<file path="config.mk">
export PLATFORM = sky130hd
export DESIGN_NAME = step_pulse_gen_flat
export DESIGN_NICKNAME = d
export VERILOG_FILES = /design/src/rtl/step_pulse_gen_pkg.sv /design/src/rtl/step_pulse_gen_if.sv /design/src/rtl/step_pulse_gen_phase_timer.sv /design/src/rtl/step_pulse_gen.sv /design/src/flat_wrapper.sv
export SDC_FILE = /design/constraint.sdc
export NUM_CORES = 1
export LEC_CHECK = 0
export CAP_MARGIN = 20
export CORE_AREA = 2 2 48 46
export DETAILED_ROUTE_END_ITERATION = 8
export DIE_AREA = 0 0 50 48
export MAX_ROUTING_LAYER = met4
export PLACE_DENSITY = 0.72
export SLEW_MARGIN = 40
export SYNTH_ARGS = -nofsm -noshare
export SYNTH_HDL_FRONTEND = slang
export SYNTH_SLANG_ARGS = --single-unit
</file>
<file path="constraint.sdc">
create_clock -name clk -period 2.3 [get_ports clk]
set_input_delay 0.46 -clock clk [delete_from_list [all_inputs] [get_ports clk]]
set_output_delay 0.46 -clock clk [all_outputs]
set_load 0.1 [all_outputs]
</file>
<file path="src/rtl/step_pulse_gen_pkg.sv">
// Shared constants for the step pulse generator and the 2-bit step counter.
// Holds the state encoding and the compile-time sizing helpers.
package step_pulse_gen_pkg;

  localparam logic [1:0] S_IDLE = 2'b00;
  localparam logic [1:0] S_HIGH = 2'b01;
  localparam logic [1:0] S_LOW  = 2'b10;
  localparam logic [1:0] S_DONE = 2'b11;

  typedef enum logic [1:0] {
    ST_IDLE = S_IDLE,
    ST_HIGH = S_HIGH,
    ST_LOW  = S_LOW,
    ST_DONE = S_DONE
  } state_e;

  function automatic int clog2(input int v);
    int r;
    r = 0;
    while ((1 << r) < v) r++;
    return r;
  endfunction

  function automatic int max2(input int a, input int b);
    return (a > b) ? a : b;
  endfunction

endpackage

</file>
<file path="src/rtl/step_pulse_gen_if.sv">
// Control/status bundle between the pulse source and the pulse generator.
interface step_pulse_gen_if #(
  parameter int W = 4
);
  logic         start;
  logic [W-1:0] n;
  logic         x_out;
  logic         busy;
  logic         done;
  logic [W-1:0] sent;

  modport master (
    output start, n,
    input  x_out, busy, done, sent
  );

  modport slave (
    input  start, n,
    output x_out, busy, done, sent
  );
endinterface

</file>
<file path="src/rtl/step_pulse_gen_phase_timer.sv">
// Loadable down-counter; tc is high while the count sits at zero, which marks
// the last cycle of the current phase.
module step_pulse_gen_phase_timer #(
  parameter int TW = 2
) (
  input  logic          clk,
  input  logic          rst,
  input  logic          load,
  input  logic [TW-1:0] load_val,
  output logic          tc
);
  localparam logic [TW-1:0] ONE = TW'(1);

  logic [TW-1:0] cnt_q;

  always_ff @(posedge clk or negedge rst) begin
    if (!rst)               cnt_q <= '0;
    else if (load)          cnt_q <= load_val;
    else if (cnt_q != '0)   cnt_q <= cnt_q - ONE;
  end

  assign tc = (cnt_q == '0);
endmodule

</file>
<file path="src/rtl/step_pulse_gen.sv">
// Emits n well-separated pulses on x_out per accepted start, so a downstream
// edge-triggered counter advances exactly n steps.
module step_pulse_gen
  import step_pulse_gen_pkg::*;
#(
  parameter int W        = 4,
  parameter int HIGH_CYC = 2,
  parameter int LOW_CYC  = 2
) (
  input  logic             clk,
  input  logic             rst,
  step_pulse_gen_if.slave  bus
);
  localparam int TW = clog2(max2(HIGH_CYC, LOW_CYC) + 1);
  localparam logic [W-1:0]  ONE    = W'(1);
  localparam logic [TW-1:0] HI_TOP = TW'(HIGH_CYC - 1);
  localparam logic [TW-1:0] LO_TOP = TW'(LOW_CYC - 1);

  state_e        state_q, state_nx;
  logic [W-1:0]  rem_q, rem_nx;
  logic [W-1:0]  sent_q, sent_nx;
  logic          x_q, busy_q, done_q;
  logic          tmr_tc, tmr_load;
  logic [TW-1:0] tmr_val;

  always_ff @(posedge clk or negedge rst) begin
    if (!rst) begin
      state_q <= ST_IDLE;
      rem_q   <= '0;
      sent_q  <= '0;
    end else begin
      state_q <= state_nx;
      rem_q   <= rem_nx;
      sent_q  <= sent_nx;
    end
  end

  always_comb begin
    state_nx = state_q;
    rem_nx   = rem_q;
    sent_nx  = sent_q;
    case (state_q)
      ST_IDLE: begin
        if (bus.start) begin
          sent_nx = '0;
          if (bus.n != '0) begin
            rem_nx   = bus.n;
            state_nx = ST_HIGH;
          end else begin
            state_nx = ST_DONE;
          end
        end
      end
      ST_HIGH: begin
        if (tmr_tc) begin
          state_nx = ST_LOW;
          rem_nx   = rem_q - ONE;
          sent_nx  = sent_q + ONE;
        end
      end
      ST_LOW: begin
        // rem_q was already decremented when this pulse's high phase ended
        if (tmr_tc) state_nx = (rem_q != '0) ? ST_HIGH : ST_DONE;
      end
      ST_DONE: state_nx = ST_IDLE;
      default: state_nx = ST_IDLE;
    endcase
  end

  // Every phase change (including LOW->HIGH) restarts the timer.
  assign tmr_load = (state_nx != state_q);
  assign tmr_val  = (state_nx == ST_HIGH) ? HI_TOP : LO_TOP;

  step_pulse_gen_phase_timer #(.TW(TW)) u_timer (
    .clk      (clk),
    .rst      (rst),
    .load     (tmr_load),
    .load_val (tmr_val),
    .tc       (tmr_tc)
  );

  // Outputs registered from next state so they track the state register exactly.
  always_ff @(posedge clk or negedge rst) begin
    if (!rst) begin
      x_q    <= 1'b0;
      busy_q <= 1'b0;
      done_q <= 1'b0;
    end else begin
      x_q    <= (state_nx == ST_HIGH);
      busy_q <= (state_nx == ST_HIGH) || (state_nx == ST_LOW);
      done_q <= (state_nx == ST_DONE);
    end
  end

  assign bus.x_out = x_q;
  assign bus.busy  = busy_q;
  assign bus.done  = done_q;
  assign bus.sent  = sent_q;
endmodule

</file>
<file path="src/flat_wrapper.sv">
// flat-port wrapper written by rule: the top's interface ports become plain ports
module step_pulse_gen_flat import step_pulse_gen_pkg::*;
#(
  parameter int W        = 4,
  parameter int HIGH_CYC = 2,
  parameter int LOW_CYC  = 2
)
  (clk, rst, bus_start, bus_n, bus_x_out, bus_busy, bus_done, bus_sent);
  step_pulse_gen_if #(.W(W)) bus_i ();
  input  logic clk;
  input  logic rst;
  input wire logic [$bits(bus_i.start)-1:0] bus_start;
  input wire logic [$bits(bus_i.n)-1:0] bus_n;
  output wire logic [$bits(bus_i.x_out)-1:0] bus_x_out;
  output wire logic [$bits(bus_i.busy)-1:0] bus_busy;
  output wire logic [$bits(bus_i.done)-1:0] bus_done;
  output wire logic [$bits(bus_i.sent)-1:0] bus_sent;
  assign bus_i.start = bus_start;
  assign bus_i.n = bus_n;
  assign bus_x_out = bus_i.x_out;
  assign bus_busy = bus_i.busy;
  assign bus_done = bus_i.done;
  assign bus_sent = bus_i.sent;
  step_pulse_gen #(.W(W), .HIGH_CYC(HIGH_CYC), .LOW_CYC(LOW_CYC)) u_core (.clk(clk), .rst(rst), .bus(bus_i));
endmodule
</file>
After elaboration in Yosys (flattened, before gate mapping):

Cells that the tools add are included.

* flip-flop bits (word level): 15
* bits in latches: 0
* bits in writable memories: 0
* bits in read-only memories: 0
* input bits: 7
* output and inout port bits: 7
* logic and storage cells: 45
* memories: 0

* add/sub/neg operators: 3
* multipliers: 0
* divide/modulo/power cells: 0
* magnitude comparators: 0
* eq/ne operators: 10
* shift-type cells: 0
* mux-type cells: 15
* bitwise logic cells: 0
* reductions and logical operators: 10

Operators by type and width (number)
* $mux 4: 5
* $pmux 4 s2: 2
* $mux 2: 7
* $eq 2x2->1 const B: 4
* $pmux 2 s4: 1
* $reduce_bool 4->1: 2
* $reduce_bool 2->1: 3
* $add 4x1->4 const B: 1
* $eq 2x1->1 const B: 2
* $logic_not 2->1: 2
* $ne 2x1->1 const B: 2
* $reduce_and 4->1: 1
* $sub 4x1->4 const B: 1
* $reduce_and 3->1: 1
* $ne 2x2->1: 1
* $ne 2x2->1 const B: 1
* $sub 2x1->2 const B: 1
* $logic_or 1x1->1: 1

Logic depth before layout (Yosys ltp):

* word-level depth: 6
* mapped depth: 6
* mapped depth without buffers: 6

Modules after synthesis:

From an unflattened synthesis, not the netlist that was laid out.

* cells, all modules: 87
* area, all modules: 880.8 um2

Modules (own cells, without submodules)
* step_pulse_gen: times used 1, cells an instance 75, area each 767.0 um2, sequential area each 325.3 um2
* step_pulse_gen_phase_timer: times used 1, cells an instance 12, area each 113.9 um2, sequential area each 50.0 um2

Least setup slack after synthesis:

Ideal clock, no wire load.

* path type: reg2reg
* start: register u_core.sent_q[1] (netlist: u_core.bus.sent[1])
* end: register u_core.sent_q[2] (netlist: u_core.bus.sent[2])
* library setup time: 122 ps
* arrival: 1706 ps
* required time: 2178 ps
* setup slack: 472 ps
* cell stages (with the launch flop): 5
* path buffers: 0
* clock period less this slack: 1828 ps
* path through: dfrtp_1 -> ha_1 -> nand2_1 -> mux2_2 -> a22o_1

* cells in the longest elaborated chain, start to end: 3

Ends and longest elaborated chain
* from (decl): line step_pulse_gen.sv:21 `logic [W-1:0] sent_q, sent_nx;`
* from (signal assigned): line step_pulse_gen.sv:34 `sent_q <= sent_nx;`
* $add 4x1->4: line step_pulse_gen.sv:58 `sent_nx = sent_q + ONE;`
* $mux 4: line step_pulse_gen.sv:55 `if (tmr_tc) begin`
* $pmux 4 s2: line step_pulse_gen.sv:42 `case (state_q)`

Every way passes these cells. The select of a mux whose other input is x is not followed.
A chain may end at the register's enable or synchronous reset.

Worst setup path after layout:

* start: register u_core.rem_q[0]
* end: register u_core.x_q (netlist: u_core.bus.x_out)

* cells in the longest elaborated chain, start to end: 5

Ends and longest elaborated chain
* from (decl): line step_pulse_gen.sv:20 `logic [W-1:0] rem_q, rem_nx;`
* from (signal assigned): line step_pulse_gen.sv:33 `rem_q <= rem_nx;`
* $reduce_bool 4->1: line step_pulse_gen.sv:63 `if (tmr_tc) state_nx = (rem_q != '0) ? ST_HIGH : ST_DONE;`
* $mux 2 (2 in series): line step_pulse_gen.sv:63
* $pmux 2 s4: line step_pulse_gen.sv:42
* $eq 2x1->1
* to (signal assigned): line step_pulse_gen.sv:89 `x_q <= (state_nx == ST_HIGH);`
* to (decl): line step_pulse_gen.sv:22 `logic x_q, busy_q, done_q;`

Every way passes these cells.

==> impl_metrics.csv <==
group,metric,value,unit
synth,ys_async_sr_fraction,100,%
synth,ys_ff_latch,15,
sta,min_period_over_period,78.8,%
worst_setup_path,regToRegSetupSlack,0.49,ns
sta,finalHoldViolCount,0,
global_routing,grt_max_degree,20,
synth,synthesis.nets,101,
floorplanning,die-area,2400,µm²
synth,netlist_instances,87,
cells_and_area,drive_gt1_share,16.0,%
synth,synth_top_area_share,41.4,%
worst_hold_path,whs_endpoint,"u_core.rem_q[1]$_DFFE_PN0P_",
worst_setup_path,crit_required,2.48,ns
sta,final_max_slew_viol_count,0,
worst_hold_path,hold_depth,1,
cells_and_area,n_antenna_cell,0,
worst_setup_path,reg2reg_depth,6,
clock_network,clk-insertion-delay-late,0.28,ns
place,dpl.hpwl,1270,µm
synth,synthesis.area,906,µm²
floorplanning,start_util,48.8,%
floorplanning,core_area,1860,µm²
sta,fin_crit,1.81,ns
worst_hold_path,hold_class,"register to register",
drt,drt.antenna.violating_nets,0,
clock_network,postCtsSetupBuffers,0,
sta,setup_viol,0,
global_routing,grt_pass1_wl,2750,µm
sta,maxSlewHeadroom,55.4,%
clock_network,cts.sinks,15,
drt,drtIter0Drc,12,
clock_network,numCtsBuffers,3,
drt,vias,692,
clock_network,ctsHoldBuffers,0,
synth,yosys_warnings,0,
synth,yosysTopAreaCell,"dfrtp_1",
place,io_buffers,13,
global_routing,antenna_found_initial,0,
floorplanning,die_x,50,µm
clock_network,cts_root_buf,"clkbuf_4",
place,gp_congestion,0.808,
worst_setup_path,cp-end-kind,"register",
sta,fin_setup_tns,0,ns
clock_network,cts_tree,"yes",
cells_and_area,nFillCells,167,
cells_and_area,final_core_util,57.0,%
floorplanning,io_pins,14,
worst_setup_path,critPathLaunchType,"register",
cells_and_area,syn_to_final_growth,17.0,%
worst_setup_path,r2r-end,"u_core.bus.x_out$_DFF_PN0_",
worst_setup_path,crit_type,"register to register",
sta,fin_worst_skew,0.00463,ns
sta,tightest_slew,0.667,ns
drt,vias_per_cell,5.54,
worst_setup_path,cp_max_fo,4,
worst_setup_path,rr_startpoint,"u_core.rem_q[0]$_DFFE_PN0P_",
sta,rsz0062_at_grt,"false",
clock_network,clockBufferDepth,2,
synth,synth-edff-count,0,
synth,yosysUniqueCellTypes,38,
clock_network,h-tree-depth,1,
worst_hold_path,min_from,"u_core.rem_q[1]$_DFFE_PN0P_",
drt,drt_pass1_iterations,4,
worst_setup_path,arrival,1.99,ns
synth,synth_flop_cell,"dfrtp_1",
drt,wl_per_cell,13.2,µm
synth,synthTopCellsByArea,"dfrtp_1 41%, ha_1 9.7%, a22o_1 4.8%, mux2_2 3.7%, inv_1 2.9%",
cells_and_area,finalNetCount,115,
global_routing,grt_pass1_vias,607,
drt,drt_wl_total,1660,µm
sta,fmax,552,MHz
synth,seq_area_frac_synth,41.4,%
global_routing,grt_overflow,0,
global_routing,grtUsageTotal,16.2,%
drt,drc,0,
clock_network,cts.reportedPaths.clkPinSlew,0.08,ns
floorplanning,row_count,15,
clock_network,post_cts_resize_count,0,
floorplanning,dieHeight,48,µm
flow_run,cap_violations,0,
synth,avgSynthCellArea,10.4,µm²
outcome,status,"complete, no violations",
metal layers:
metal / part of all wire (%) / up-vias / wire, µm / global-route usage [%]
met3: 6.6 / 2 / 110 / 4.69
met4: 0.97 / 0 / 16 / 5.00
met5: 0 / - / 0 / -
met1: 49 / 317 / 804 / 22.8
met2: 44 / 22 / 726 / 22.1
li1: - / 351 / - / -
cell usage after synthesis, types with 2 or more instances:
library cell and n:
a211o_1 2, mux2_2 3, mux2i_1 2, a31oi_1 2, dfrtp_1 15, ha_1 7, nor2_1 5, nand3_1 2
o211ai_1 2, a22o_1 5, nand2b_1 2, inv_1 7, nand2_1 4, buf_2 2, or3b_1 2, o21ai_0 2
clkbuf_1 2
logic make-up (layout without fill, tap and decap cells):
| logic type | Yosys count | after routing | share of synthesized area (%) |
|---|---|---|---|
| AOI/OAI and AO/OA | 23 | 23 | 19.5 |
| adders and majority gates | 7 | 7 | 9.67 |
| muxes | 6 | 6 | 7.18 |
| and+or+nand+nor | 25 | 25 | 17.4 |
| buffers and inverters | 11 | 24 | 4.84 |
| DFF | 15 | 15 | 41.4 |
how the worst max path moves through the flow:
stage | to | start | slack, ns
after floorplan | u_core.bus.sent[2]$_DFFE_PN0P_ | u_core.bus.sent[1]$_DFFE_PN0P_ | 0.47
after CTS | u_core.bus.x_out$_DFF_PN0_ | u_core.rem_q[0]$_DFFE_PN0P_ | 0.48
after global placement | u_core.rem_q[1]$_DFFE_PN0P_ | bus_n[2] | 0.30
final | u_core.bus.x_out$_DFF_PN0_ | u_core.rem_q[0]$_DFFE_PN0P_ | 0.49
after detailed placement | u_core.rem_q[1]$_DFFE_PN0P_ | bus_n[2] | 0.27
after global routing | u_core.bus.busy$_DFF_PN0_ | u_core.rem_q[0]$_DFFE_PN0P_ | 0.39
placed cells by master, fill, tap and decap left out, types with 2 or more instances in the layout:
cell type / n
a211o_1: 2
a22o_1: 5
a31oi_1: 2
buf_4: 7
clkbuf_4: 3
clkdlybuf4s50_1: 6
dfrtp_1: 15
ha_1: 7
inv_1: 7
mux2_2: 3
mux2i_1: 2
nand2_1: 4
nand2b_1: 2
nand3_1: 2
nor2_1: 5
o211ai_1: 2
o21ai_0: 2
or3b_1: 2
metrics by stage:
step	hold slack [ns]	cells	cell area (µm²)	setup WS, ns
global route	0.567	125	1060	0.392
detailed placement	0.508	121	1030	0.267
CTS	0.528	125	1060	0.483
finish	0.521	125	1060	0.488
floorplan	0.164	87	906	0.472
global placement	0.507	121	1030	0.302
final cells by class:
| type | count | area, µm² | area share [%] |
|---|---|---|---|
| flip-flops and latches | 15 | 375 | 35.4 |
| clock buffers | 3 | 22.5 | 2.13 |
| repair buffers | 13 | 113 | 10.6 |
| clock inverters | 1 | 5.00 | 0.472 |
| multi-input cells | 61 | 487 | 45.9 |
| inverters | 7 | 26.3 | 2.48 |
| well taps | 25 | 31.3 | 2.95 |
worst max-delay path, cell delays in order, from the launching register on:
cell and delay (ns):
dfrtp_1 0.40, inv_1 0.09, ha_1 0.15, or3b_1 0.35
a211o_1 0.34, and3_1 0.19, ha_1 0.19
state kept, by name (all words and copies together), names as in the netlist:
name / flops
u_core.u_timer.cnt_q: 2
u_core.bus.sent: 4
u_core.bus.busy: 1
u_core.bus.x_out: 1
u_core.rem_q: 4
u_core.state_q: 2
u_core.bus.done: 1
Power is not shown: default switching activity piles up to over one toggle a cycle in this logic, so the estimate is an artifact.
